## src/rtl/tdc_pulser_pkg.sv

```systemverilog
// Shared types and constants for the TDC calibration hit pulser.
// The optional LOW-phase dither (TDC_PULSER_DITHER_EN) uses the LFSR constants below.
package tdc_pulser_pkg;

    typedef enum logic [1:0] {
        IDLE = 2'd0,
        HIGH = 2'd1,
        LOW  = 2'd2,
        DONE = 2'd3
    } state_t;

    localparam int DEF_CNT_W = 16;
    localparam int DEF_WID_W = 8;

    // Fibonacci taps 16,14,13,11 expressed as a mask over state bits [15:0].
    localparam logic [15:0] LFSR_SEED = 16'hACE1;
    localparam logic [15:0] LFSR_TAPS = 16'hB400;

    function automatic logic [15:0] lfsr_next(input logic [15:0] s);
        return {s[14:0], ^(s & LFSR_TAPS)};
    endfunction

endpackage

```

## src/rtl/tdc_hit_pulser_if.sv

```systemverilog
// Control/status bundle between the slow-control bank and the hit pulser.
// master = register bank side, slave = pulser side.
interface tdc_hit_pulser_if
    import tdc_pulser_pkg::*;
#(
    parameter int CNT_W = DEF_CNT_W,
    parameter int WID_W = DEF_WID_W
) ();

    logic             start;
    logic             stop;
    logic [CNT_W-1:0] period;
    logic [WID_W-1:0] pulse_width;
    logic [CNT_W-1:0] num_pulses;
    logic             hit_out;
    logic             busy;
    logic             done;
    logic             config_err;
    logic [CNT_W-1:0] pulse_count;

    modport master (
        output start, stop, period, pulse_width, num_pulses,
        input  hit_out, busy, done, config_err, pulse_count
    );

    modport slave (
        input  start, stop, period, pulse_width, num_pulses,
        output hit_out, busy, done, config_err, pulse_count
    );

endinterface

```

## src/rtl/tdc_lfsr16.sv

```systemverilog
// 16-bit Fibonacci LFSR that steps only when enabled; reseeded on rst.
// Used by tdc_hit_pulser only when TDC_PULSER_DITHER_EN is defined.
module tdc_lfsr16
    import tdc_pulser_pkg::*;
(
    input  logic        clk,
    input  logic        rst,
    input  logic        en,
    output logic [15:0] state
);

    logic [15:0] lfsr_reg;

    always_ff @(posedge clk) begin
        if (rst) begin
            lfsr_reg <= LFSR_SEED;
        end else if (en) begin
            lfsr_reg <= lfsr_next(lfsr_reg);
        end
    end

    assign state = lfsr_reg;

endmodule

```

## src/rtl/tdc_hit_pulser.sv

```systemverilog
// Programmable calibration hit-pulse train generator for the TDC front end.
// Optional LOW-phase dither is enabled by defining TDC_PULSER_DITHER_EN.
module tdc_hit_pulser
    import tdc_pulser_pkg::*;
#(
    parameter int CNT_W = DEF_CNT_W,
    parameter int WID_W = DEF_WID_W
) (
    input  logic             clk,
    input  logic             rst,
    tdc_hit_pulser_if.slave  bus
);

`ifdef TDC_PULSER_DITHER_EN
    // One spare bit so period - width + 3 can never wrap the phase timer.
    localparam int TMR_W = CNT_W + 1;
`else
    localparam int TMR_W = CNT_W;
`endif

    state_t           state_reg;
    logic [TMR_W-1:0] tmr_reg;
    logic [CNT_W-1:0] period_reg;
    logic [CNT_W-1:0] width_reg;
    logic [CNT_W-1:0] num_reg;
    logic [CNT_W-1:0] count_reg;
    logic             stop_seen_reg;
    logic             hit_reg;
    logic             busy_reg;
    logic             done_reg;
    logic             err_reg;

    logic [CNT_W-1:0] width_ext;
    logic             cfg_valid;
    logic             accept;
    logic             low_expire;
    logic             enter_high;
    logic             target_hit;
    logic [CNT_W-1:0] count_next;
    logic [TMR_W-1:0] high_load;
    logic [TMR_W-1:0] low_load;
    logic [1:0]       dither;

    assign width_ext = CNT_W'(bus.pulse_width);
    assign cfg_valid = (bus.pulse_width != '0) && (bus.period > width_ext);

    always_comb begin
        accept     = (state_reg == IDLE) && bus.start && !bus.stop && cfg_valid;
        low_expire = (state_reg == LOW) && !bus.stop && (tmr_reg == '0);
        enter_high = accept || low_expire;
        target_hit = (num_reg != '0) && (count_reg == num_reg);
        if (accept) begin
            count_next = CNT_W'(1);
        end else if (count_reg == '1) begin
            count_next = count_reg;
        end else begin
            count_next = count_reg + CNT_W'(1);
        end
        high_load = TMR_W'(width_reg - CNT_W'(1));
        low_load  = TMR_W'(period_reg - width_reg - CNT_W'(1)) + TMR_W'(dither);
    end

`ifdef TDC_PULSER_DITHER_EN
    logic [15:0] lfsr_state;

    tdc_lfsr16 u_lfsr (
        .clk   (clk),
        .rst   (rst),
        .en    (enter_high),
        .state (lfsr_state)
    );

    assign dither = lfsr_state[1:0];
`else
    assign dither = 2'b00;
`endif

    // Outputs are Moore-registered from the current state, so every output
    // lags the state register by one edge (start at N -> hit_out at N+1).
    always_ff @(posedge clk) begin
        if (rst) begin
            state_reg     <= IDLE;
            tmr_reg       <= '0;
            period_reg    <= '0;
            width_reg     <= '0;
            num_reg       <= '0;
            count_reg     <= '0;
            stop_seen_reg <= 1'b0;
            hit_reg       <= 1'b0;
            busy_reg      <= 1'b0;
            done_reg      <= 1'b0;
            err_reg       <= 1'b0;
        end else begin
            err_reg <= 1'b0;
            case (state_reg)
                IDLE: begin
                    hit_reg  <= 1'b0;
                    busy_reg <= 1'b0;
                    done_reg <= 1'b0;
                    if (accept) begin
                        period_reg    <= bus.period;
                        width_reg     <= width_ext;
                        num_reg       <= bus.num_pulses;
                        tmr_reg       <= TMR_W'(width_ext - CNT_W'(1));
                        stop_seen_reg <= 1'b0;
                        state_reg     <= HIGH;
                    end else if (bus.start && !bus.stop) begin
                        err_reg <= 1'b1;
                    end
                end
                HIGH: begin
                    hit_reg  <= 1'b1;
                    busy_reg <= 1'b1;
                    done_reg <= 1'b0;
                    if (tmr_reg == '0) begin
                        if (target_hit || stop_seen_reg || bus.stop) begin
                            state_reg <= DONE;
                        end else begin
                            tmr_reg   <= low_load;
                            state_reg <= LOW;
                        end
                    end else begin
                        tmr_reg <= tmr_reg - TMR_W'(1);
                        if (bus.stop) begin
                            stop_seen_reg <= 1'b1;
                        end
                    end
                end
                LOW: begin
                    hit_reg  <= 1'b0;
                    busy_reg <= 1'b1;
                    done_reg <= 1'b0;
                    if (bus.stop) begin
                        state_reg <= DONE;
                    end else if (low_expire) begin
                        tmr_reg   <= high_load;
                        state_reg <= HIGH;
                    end else begin
                        tmr_reg <= tmr_reg - TMR_W'(1);
                    end
                end
                DONE: begin
                    hit_reg   <= 1'b0;
                    busy_reg  <= 1'b0;
                    done_reg  <= 1'b1;
                    state_reg <= IDLE;
                end
                default: begin
                    state_reg <= IDLE;
                end
            endcase
            if (enter_high) begin
                count_reg <= count_next;
            end
        end
    end

    assign bus.hit_out     = hit_reg;
    assign bus.busy        = busy_reg;
    assign bus.done        = done_reg;
    assign bus.config_err  = err_reg;
    assign bus.pulse_count = count_reg;

endmodule
```

## src/flat_wrapper.sv

```systemverilog
// flat-port wrapper written by rule: the top's interface ports become plain ports
module tdc_hit_pulser_flat import tdc_pulser_pkg::*;
#(
    parameter int CNT_W = DEF_CNT_W,
    parameter int WID_W = DEF_WID_W
)
  (clk, rst, bus_start, bus_stop, bus_period, bus_pulse_width, bus_num_pulses, bus_hit_out, bus_busy, bus_done, bus_config_err, bus_pulse_count);
  tdc_hit_pulser_if #(.CNT_W(CNT_W), .WID_W(WID_W)) bus_i ();
  input  logic clk;
  input  logic rst;
  input wire logic [$bits(bus_i.start)-1:0] bus_start;
  input wire logic [$bits(bus_i.stop)-1:0] bus_stop;
  input wire logic [$bits(bus_i.period)-1:0] bus_period;
  input wire logic [$bits(bus_i.pulse_width)-1:0] bus_pulse_width;
  input wire logic [$bits(bus_i.num_pulses)-1:0] bus_num_pulses;
  output wire logic [$bits(bus_i.hit_out)-1:0] bus_hit_out;
  output wire logic [$bits(bus_i.busy)-1:0] bus_busy;
  output wire logic [$bits(bus_i.done)-1:0] bus_done;
  output wire logic [$bits(bus_i.config_err)-1:0] bus_config_err;
  output wire logic [$bits(bus_i.pulse_count)-1:0] bus_pulse_count;
  assign bus_i.start = bus_start;
  assign bus_i.stop = bus_stop;
  assign bus_i.period = bus_period;
  assign bus_i.pulse_width = bus_pulse_width;
  assign bus_i.num_pulses = bus_num_pulses;
  assign bus_hit_out = bus_i.hit_out;
  assign bus_busy = bus_i.busy;
  assign bus_done = bus_i.done;
  assign bus_config_err = bus_i.config_err;
  assign bus_pulse_count = bus_i.pulse_count;
  tdc_hit_pulser #(.CNT_W(CNT_W), .WID_W(WID_W)) u_core (.clk(clk), .rst(rst), .bus(bus_i));
endmodule
```

## config.mk

```make
export PLATFORM = sky130hd
export DESIGN_NAME = tdc_hit_pulser_flat
export DESIGN_NICKNAME = d
export VERILOG_FILES = /design/src/rtl/tdc_pulser_pkg.sv /design/src/rtl/tdc_hit_pulser_if.sv /design/src/rtl/tdc_lfsr16.sv /design/src/rtl/tdc_hit_pulser.sv /design/src/flat_wrapper.sv
export SDC_FILE = /design/constraint.sdc
export NUM_CORES = 1
export LEC_CHECK = 0
export BUFFER_PORTS_ARGS = -buffer_cell sky130_fd_sc_hd__buf_2
export CAP_MARGIN = 20
export CORE_ASPECT_RATIO = 1.4
export CORE_UTILIZATION = 44
export CTS_CLUSTER_DIAMETER = 200
export DETAILED_ROUTE_END_ITERATION = 16
export PLACE_DENSITY = 0.66
export RECOVER_POWER = 50
export SETUP_SLACK_MARGIN = 0.5
export SYNTH_ARGS = -nofsm -noshare
export SYNTH_HDL_FRONTEND = slang
export SYNTH_SLANG_ARGS = --single-unit
```

## constraint.sdc

```tcl
create_clock -name clk -period 2.55 [get_ports clk]
set_clock_uncertainty 0.2 [all_clocks]
set_input_delay 0.1275 -clock clk [delete_from_list [all_inputs] [get_ports clk]]
set_output_delay 0.1275 -clock clk [all_outputs]
set_load 0.01 [all_outputs]
```

Word-level counts from Yosys, hierarchy flattened
Index checks and enable logic that the tools add are counted.
{ "word_totals": {"mem_bits_rw": 0, "rom_bits": 0, "out_inout_bits": 20, "latch_bits": 0, "register_bits": 79, "input_bits": 44, "n_memories": 0, "elab_cells": 82} }
{ "classes": {"shifts": 0, "multipliers": 0, "muxes": 22, "n_bitwise": 1, "n_eq_ne": 13, "n_lt_le_gt_ge": 1, "n_reduce_logical": 28, "addsub": 6, "div_mod_pow": 0} }
{ "ops": {"columns": ["op", "count"], "rows": [
  ["16-bit two-way mux", 7],
  ["16-bit case mux with 3 select lines", 1],
  ["16-bit by 1-bit subtractor with 16-bit output (second input constant)", 2],
  ["8-bit by 1-bit subtractor with 9-bit output (second input constant)", 2],
  ["16-bit by 1-bit adder with 16-bit output (second input constant)", 1],
  ["16-bit == test", 1],
  ["16-bit == test (second input constant)", 1],
  ["16-bit by 8-bit greater-than comparator with 1-bit output", 1],
  ["16-bit zero test", 1],
  ["16-bit nonzero test", 1],
  ["16-bit by 8-bit subtractor with 16-bit output", 1],
  ["3-bit OR reduction", 3],
  ["1-bit logical AND", 8],
  ["2-bit two-way mux", 4],
  ["1-bit case mux with 2 select lines", 4],
  ["2-bit case mux with 4 select lines", 1],
  ["4-bit AND reduction", 2],
  ["8-bit nonzero test", 1],
  ["2-bit by 1-bit != test with 1-bit output (second input constant)", 3],
  ["2-bit != test (second input constant)", 3],
  ["1-bit two-way mux", 5],
  ["2-bit == test (second input constant)", 2],
  ["2-bit AND reduction", 2],
  ["2-bit OR reduction", 2],
  ["10 further kinds", 12]
]} }

Depth between registers and ports, before layout
Gate-level depths: netlist of the first run.
{ "depth": {"word_depth": 7, "mapped_depth": 11, "ltp_nobuf": 11} }

Worst setup path after synthesis of the first run
Ideal clock, no wire load.
{ "synth_path": {"path_type": "reg-to-reg", "startpoint": "reg u_core.width_reg[4]", "endpoint": "reg u_core.tmr_reg[9]", "path_slack_ps": -150, "setup_time_ps": 91, "n_path_buf": 0, "path_stages_with_launch": 10, "t_arrival_ps": 2409, "cell_sequence": "dfxtp_1 -> inv_1 -> ha_1 -> and2_1 -> a31o_2 -> o31ai_1 -> o21bai_1 -> or3_1 -> a211o_1 -> a311oi_1"} }
{ "synth_via": {"elab_chain_cells": 5, "word_cells_on_any_way": 8} }
{ "synth_rtl": {"columns": ["item", "line", "rtl"], "rows": [
  ["start: declaration", "tdc_hit_pulser.sv:24", "logic [CNT_W-1:0] width_reg;"],
  ["start signal: assignment", "tdc_hit_pulser.sv:102", "width_reg <= width_ext;"],
  ["16-bit by 8-bit subtractor with 16-bit output", "tdc_hit_pulser.sv:60", "low_load = TMR_W'(period_reg - width_reg - CNT_W'(1)) + TMR_W'(dither);"],
  ["16-bit by 1-bit subtractor with 16-bit output", "tdc_hit_pulser.sv:60", null],
  ["16-bit two-way mux", "tdc_hit_pulser.sv:116", "if (target_hit || stop_seen_reg || bus.stop) begin"],
  ["16-bit two-way mux", "tdc_hit_pulser.sv:115", "if (tmr_reg == '0) begin"],
  ["16-bit case mux with 3 select lines (*)", "tdc_hit_pulser.sv:95", "case (state_reg)"],
  ["end signal: assignment", "tdc_hit_pulser.sv:104", "tmr_reg <= TMR_W'(width_ext - CNT_W'(1));"],
  ["end signal: assignment", "tdc_hit_pulser.sv:119", "tmr_reg <= low_load;"],
  ["end signal: assignment", "tdc_hit_pulser.sv:123", "tmr_reg <= tmr_reg - TMR_W'(1);"],
  ["end: declaration", "tdc_hit_pulser.sv:22", "logic [TMR_W-1:0] tmr_reg;"]
]} }
Every way passes the cells marked *; elsewhere a longest branch is shown, timed or not. The select of a mux whose other input is x is not followed.
A chain may end at the register's enable or synchronous reset.

Final worst setup path of the first run
{ "layout_path": {"startpoint": "reg u_core.width_reg[0]", "endpoint": "reg u_core.tmr_reg[14]"} }
Same word-level chain as after synthesis.

==> out/summary.txt, run 1 <==
post-placement cell area -> 6060 sq um
via/cell ratio -> 5.87
violated checks -> setup timing
Port Buffers -> 63
Avg Inst Size Synth -> 8.28 sq um
min-delay src -> bus_pulse_width[0]
Pleak -> 3.42 nW
simple-gate share of the synthesized area -> 23.7%
Synth area leader -> dfxtp_1
clock sink count -> 79
RR Startpoint -> u_core.width_reg[0]
Post-Synth XOR/XNOR Area -> 11.0%
gpl congestion -> 0.899
initial antenna violation count -> 0
clock root buffer -> clkbuf_16
hold path cells -> 5
Initial Utilization -> 45.8%
Fin. Hold Viols -> 0
Final Slew Violations -> 0
post-synthesis cell type count -> 66
kind of critical path -> reg -> reg
Crit path required time -> 2610 ps
pwr/cell area -> 1020 nW/um^2
Final Hold Slack -> 50.1 ps
Syn Inst Count -> 608
Syn. warnings -> 0
FP Rows -> 45
final instance area -> 8050 sq um
sequential cell area fraction in the yosys report -> 31.4%
drt drc -> 0
WL/cell -> 19.9 um
RSZ-0062 raised after global routing -> yes
Peak Freq -> 0.380 GHz
reg2reg setup slack -> -80 ps
Worst-path clk slew -> 70 ps
power after layout -> 0.00822 W
grt ovf -> 0
CTS tree -> yes
Core Area -> 11,000 sq um
Hold Path Sink -> u_core.width_reg[0]
worst r2r dst -> u_core.tmr_reg[14]
WP data arrival -> 2690 ps
Die ar. -> 11,900 sq um
first-iteration detailed-routing DRC count -> 329
Post-Syn Nets -> 678
area share of fa/ha/maj cells after synthesis -> 6.61%
Num CTS Buffers -> 9
final wirelength -> 18.9 mm
clock latency on the worst-skew pair -> 350 ps
layout cells sized above 1 -> 41.3%
Final nets -> 873
vias in the first global route -> 5,618
Clock Path Buffers -> 2
status -> finished with violations
register bit total from synthesis -> 79
cell area after synthesis -> 5030 sq um
Worst setup SP type -> flop
DR pass1 iterations -> 7
critical path fanouts, max -> 4
Post-synth top cells -> nor2_1 (100), dfxtp_1 (79), xnor2_1 (39), mux2i_1 (32), inv_1 (30)
Ports -> 64
Slew headroom -> 48.8%
Post-DP HPWL -> 12.3 mm
chip width -> 92.4 um
CP endpoint kind -> flop
largest cells by area after synthesis -> dfxtp_1 (31%), nor2_1 (7.5%), xnor2_1 (6.8%), mux2i_1 (6.4%), ha_1 (6.2%)
HP Class -> in -> reg
Setup TNS Final -> -269 ps
most frequent cell after synthesis -> nor2_1
Die Y -> 129 um
Worst-Margin Slew -> 768 ps
fin worst setup slack -> -81.9 ps
global-route wire length before repair -> 28.2 mm
Final setup viols -> 5
P&R area growth vs syn -> 60.0%
area fraction in compound gates after synthesis -> 15.3%
largest net degree at the start of global routing -> 33
Final Critical Period -> 2630 ps
post-route ant nets -> 0
worst vdd rail ir drop -> 0.558 mV
post-synthesis mux area share -> 6.59%
asr flop ratio synth -> 0%
ant diodes -> 0
crit share post-route -> 103%
Layout fillers -> 754
Worst R2R Path Depth -> 9
max-cap viol count -> 0
vias post-DR -> 5,569
Global Route Usage Sum -> 31.3%
H-tree depth -> 3
largest family of logic cells by synthesized area -> simple AND/OR/NAND/NOR gates
Post-synth top flop -> dfxtp_1
area share of the largest cell type after synthesis -> 31.4%
Post-synth EDFFs -> 0
[area by class of cell]
cell class,instances,area (sq um),share of cell area [%]
Multi-Input combinational cell,467,4040,50.2
Timing Repair Buffer,215,1760,21.9
Sequential cell,79,1620,20.1
Clock buffer,10,239,2.97
Tap cell,141,176,2.19
Inverter,31,124,1.54
Clock inverter,6,90.1,1.12
[power breakdown]
part / leakage, nW / total [W] / internal (W) / switching [W]
clock: 0.159 / 0.00147 / 0.000891 / 0.000575
combinational: 2.60 / 0.00506 / 0.00251 / 0.00256
sequential: 0.653 / 0.00169 / 0.00144 / 0.000252
[metrics by stage]
step	util (%)	cells	setup slack (ps)
2_1_floorplan	-	608	87.8
3_3_place_gp	55.2	851	-46.0
3_5_place_dp	55.2	851	-118
4_1_cts	67.8	930	-30.3
5_1_grt	73.3	949	-163
6_report	73.3	949	-81.9
[layer usage]
metal  vias to the layer above  share of wire (%)  GRT usage (%)
met2                       249                 52           58.5
met5                         -                  0              0
li1                       2574                  -              -
met4                         0                7.3           21.3
met3                       103                4.9           4.85
met1                      2643                 36           31.6
[placed cells by master (no fill, tap or decap), drive strengths merged, types with 7 or more instances in the layout]
master and count:
nand3 12, nand2 26, mux2i 32, nor3 17, inv 33, a21oi 26
clkbuf 27, nor4 17, dfxtp 79, buf 166, nor2 100, o211ai 8
a211oi 7, nand4 17, xnor2 39, o21ai 15, ha 25, dlygate4sd3 32
xor2 24, or3 10
[worst max-delay path, cell delays in order, from the launching register on]
cell and delay [ps]:
dfxtp_2 340, inv_4 80, ha_4 130, or4b_4 460, or4_4 460, nor3_4 320, inv_2 80, a211oi_2 200
a311oi_1 80, a211oi_1 190
[how the worst max path moves through the flow]
stage / startpoint / slack, ps / end / cells past startpoint
2_1_floorplan: u_core.width_reg[1] / 90 / u_core.tmr_reg[9] / 9
3_3_place_gp: u_core.width_reg[0] / -50 / u_core.tmr_reg[12] / 11
3_5_place_dp: u_core.width_reg[0] / -120 / u_core.tmr_reg[12] / 11
4_1_cts: u_core.width_reg[0] / -30 / u_core.tmr_reg[14] / 9
5_1_grt: u_core.width_reg[0] / -160 / u_core.tmr_reg[14] / 9
6_report: u_core.width_reg[0] / -80 / u_core.tmr_reg[14] / 9
[cell families after synthesis]
| group | count (synthesis) |
|---|---|
| xor gates and xnor gates | 63 |
| muxes | 33 |
| adders and majority gates | 26 |
| AOI/OAI and AO/OA | 109 |
| buffers and inverters | 62 |
| DFF | 79 |
| and+or+nand+nor | 236 |
[timing repair]
action                                  CTS  global route
gates resized for setup                  93           106
gates cloned                              5             1
hold buffers                             32             0
buffers inserted                         26            18
endpoints found under the hold margin    32             0
pin swaps                                33            54
endpoints found under the setup margin   76            76
Note: power is estimated with default switching activity, not from simulation.
==> run 2, diff against run 1 <==
PLACE_DENSITY = 0.67   (was 0.66)
==> out/summary.txt, run 2 (synthesis gave the netlist of run 1 again) <==
clock sink count -> 79 (unchanged)
commonest cells after routing, fill and taps aside -> buf_4 (109), nor2_1 (79), buf_2 (59)
max-cap viol count -> 0 (unchanged)
FP Rows -> 45 (unchanged)
Worst-Margin Slew -> 762 ps (-6.28 ps)
vias in the first global route -> 5,990 (+6.6%)
final core occ -> 74.0% (+0.68 points)
status -> finished with violations
WP data arrival -> 2750 ps (+60 ps)
CP endpoint kind -> flop
met1 Usage GRT -> 31.9% (+0.30 points)
Final nets -> 898 (+2.9%)
Core Area -> 11,000 sq um (unchanged)
layout cells sized above 1 -> 43.6% (+2.2 points)
Port Buffers -> 63 (unchanged)
global-route wire length before repair -> 29.4 mm (+4.2%)
met3 GRT Util -> 5.91% (+1.1 points)
Fin. Hold Viols -> 0 (unchanged)
post-route ant nets -> 0 (unchanged)
critical path fanouts, max -> 4 (unchanged)
grt ovf -> 0 (unchanged)
Num CTS Buffers -> 9 (unchanged)
power after layout -> 0.00865 W (+5.2%)
met2 Use GR -> 58.5% (unchanged)
chip width -> 92.4 um (unchanged)
first-iteration detailed-routing DRC count -> 502 (+53%)
post-placement cell area -> 6120 sq um (+0.95%)
Worst setup SP type -> flop
Peak Freq -> 0.373 GHz (-1.9%)
via/cell ratio -> 6.11 (+4.2%)
pwr/cell area -> 1060 nW/um^2 (+4.3%)
Setup WS pre-CTS -> -108 ps (+9.99 ps)
most used routing layer -> met2
Clock Path Buffers -> 2 (unchanged)
Crit path required time -> 2610 ps (about the same)
Setup crit end -> u_core.tmr_reg[9]
worst r2r dst -> u_core.tmr_reg[9]
Final Slew Violations -> 0 (unchanged)
Die Y -> 129 um (unchanged)
kind of critical path -> reg -> reg
RR Startpoint -> u_core.width_reg[0]
CTS tree -> yes
Worst Setup SP -> u_core.width_reg[0]
hold path cells -> 5 (unchanged)
P&R area growth vs syn -> 61.5%
final instance area -> 8130 sq um (+0.93%)
final wirelength -> 20.6 mm (+9.2%)
Layout fillers -> 737 (-2.3%)
DR pass1 iterations -> 5 (-2)
RSZ-0062 raised after global routing -> yes
reg2reg setup slack -> -130 ps (-50 ps)
Ports -> 64 (unchanged)
Worst-path clk slew -> 70 ps (about the same)
Final Critical Period -> 2680 ps (+51.9 ps)
clock root buffer -> clkbuf_16
drt drc -> 0 (unchanged)
crit share post-route -> 105% (+2.0 points)
violated checks -> setup timing
initial antenna violation count -> 0 (unchanged)
Pleak -> 3.55 nW (+3.8%)
Post-DP HPWL -> 12.7 mm (+3.4%)
leading cell type in the layout, fill and taps excluded -> buf_4
clock latency on the worst-skew pair -> 350 ps (about the same)
fin worst setup slack -> -134 ps (-51.9 ps)
vias post-DR -> 5,954 (+6.9%)
H-tree depth -> 3 (unchanged)
WL/cell -> 21.1 um (+6.4%)
Die ar. -> 11,900 sq um (unchanged)
Final setup viols -> 14 (+9)
ant diodes -> 0 (unchanged)
gpl congestion -> 0.889 (-1.1%)
Slew headroom -> 49.2% (+0.42 points)
Initial Utilization -> 45.8% (unchanged)
Global Route Usage Sum -> 32.3% (+0.96 points)
largest net degree at the start of global routing -> 35 (+6.1%)
worst vdd rail ir drop -> 0.561 mV (+0.44%)
HP Class -> in -> reg
Worst R2R Path Depth -> 10 (+1)
run 2: worst min-delay path by stage:
stage                                  start  slack (ps)                   to
after floorplan            bus_num_pulses[0]          70    u_core.num_reg[0]
after global placement     bus_num_pulses[2]         160    u_core.num_reg[2]
after detailed placement   bus_num_pulses[8]         170    u_core.num_reg[8]
after CTS                 bus_pulse_width[3]          50    u_core.tmr_reg[3]
after global routing      bus_pulse_width[3]          80    u_core.tmr_reg[3]
final                     bus_pulse_width[0]          70  u_core.width_reg[0]
run 2: final cells by class:
type | instances | area, sq um | share of cell area [%]
multi-input cells | 468 | 3960 | 48.8
repair buffers | 239 | 1950 | 24.0
flip-flops and latches | 79 | 1620 | 19.9
clock buffers | 10 | 229 | 2.82
well taps | 141 | 176 | 2.17
inverters | 31 | 126 | 1.56
clock inverters | 6 | 66.3 | 0.816
run 2: power by group:
part           internal, W  leakage (nW)  total (W)  switching, W
clock             0.000765         0.147    0.00134      0.000576
combinational      0.00280          2.74    0.00559       0.00279
sequential         0.00143         0.654    0.00172      0.000285
total              0.00500          3.55    0.00865       0.00365
run 2: stage by stage:
stage / TNS [ps] / hold slack [ps] / cells
6_report: -766 / 72.4 / 974
5_1_grt: -1820 / 84.6 / 974
4_1_cts: -111 / 48.3 / 949
3_5_place_dp: -314 / 165 / 857
3_3_place_gp: -16.6 / 161 / 857
2_1_floorplan: 0 / 71.4 / 608
run 2: timing repair:
item	4_1_cts	5_1_grt
resized for setup	116	69
hold buffers	32	0
cloned	1	3
endpoints found under the setup margin	73	75
pin swaps	74	57
buffers inserted	43	22
hold endpoints to repair	32	0
run 2: routing by layer:
| metal | vias up | routed length [um] |
|---|---|---|
| met4 | 0 | 1820 |
| met5 | - | 0 |
| met2 | 338 | 10400 |
| met3 | 145 | 1270 |
| met1 | 2844 | 7100 |
| li1 | 2627 | - |
run 2: critical path: stages (launching register included):
cell      delay (ps)
dfxtp_2          340
inv_4             80
ha_4             130
or4b_4           460
or4_4            490
nor3_4           300
buf_4            170
a31oi_1           40
o21ai_2           80
a21oi_2           70
a311oi_2         220
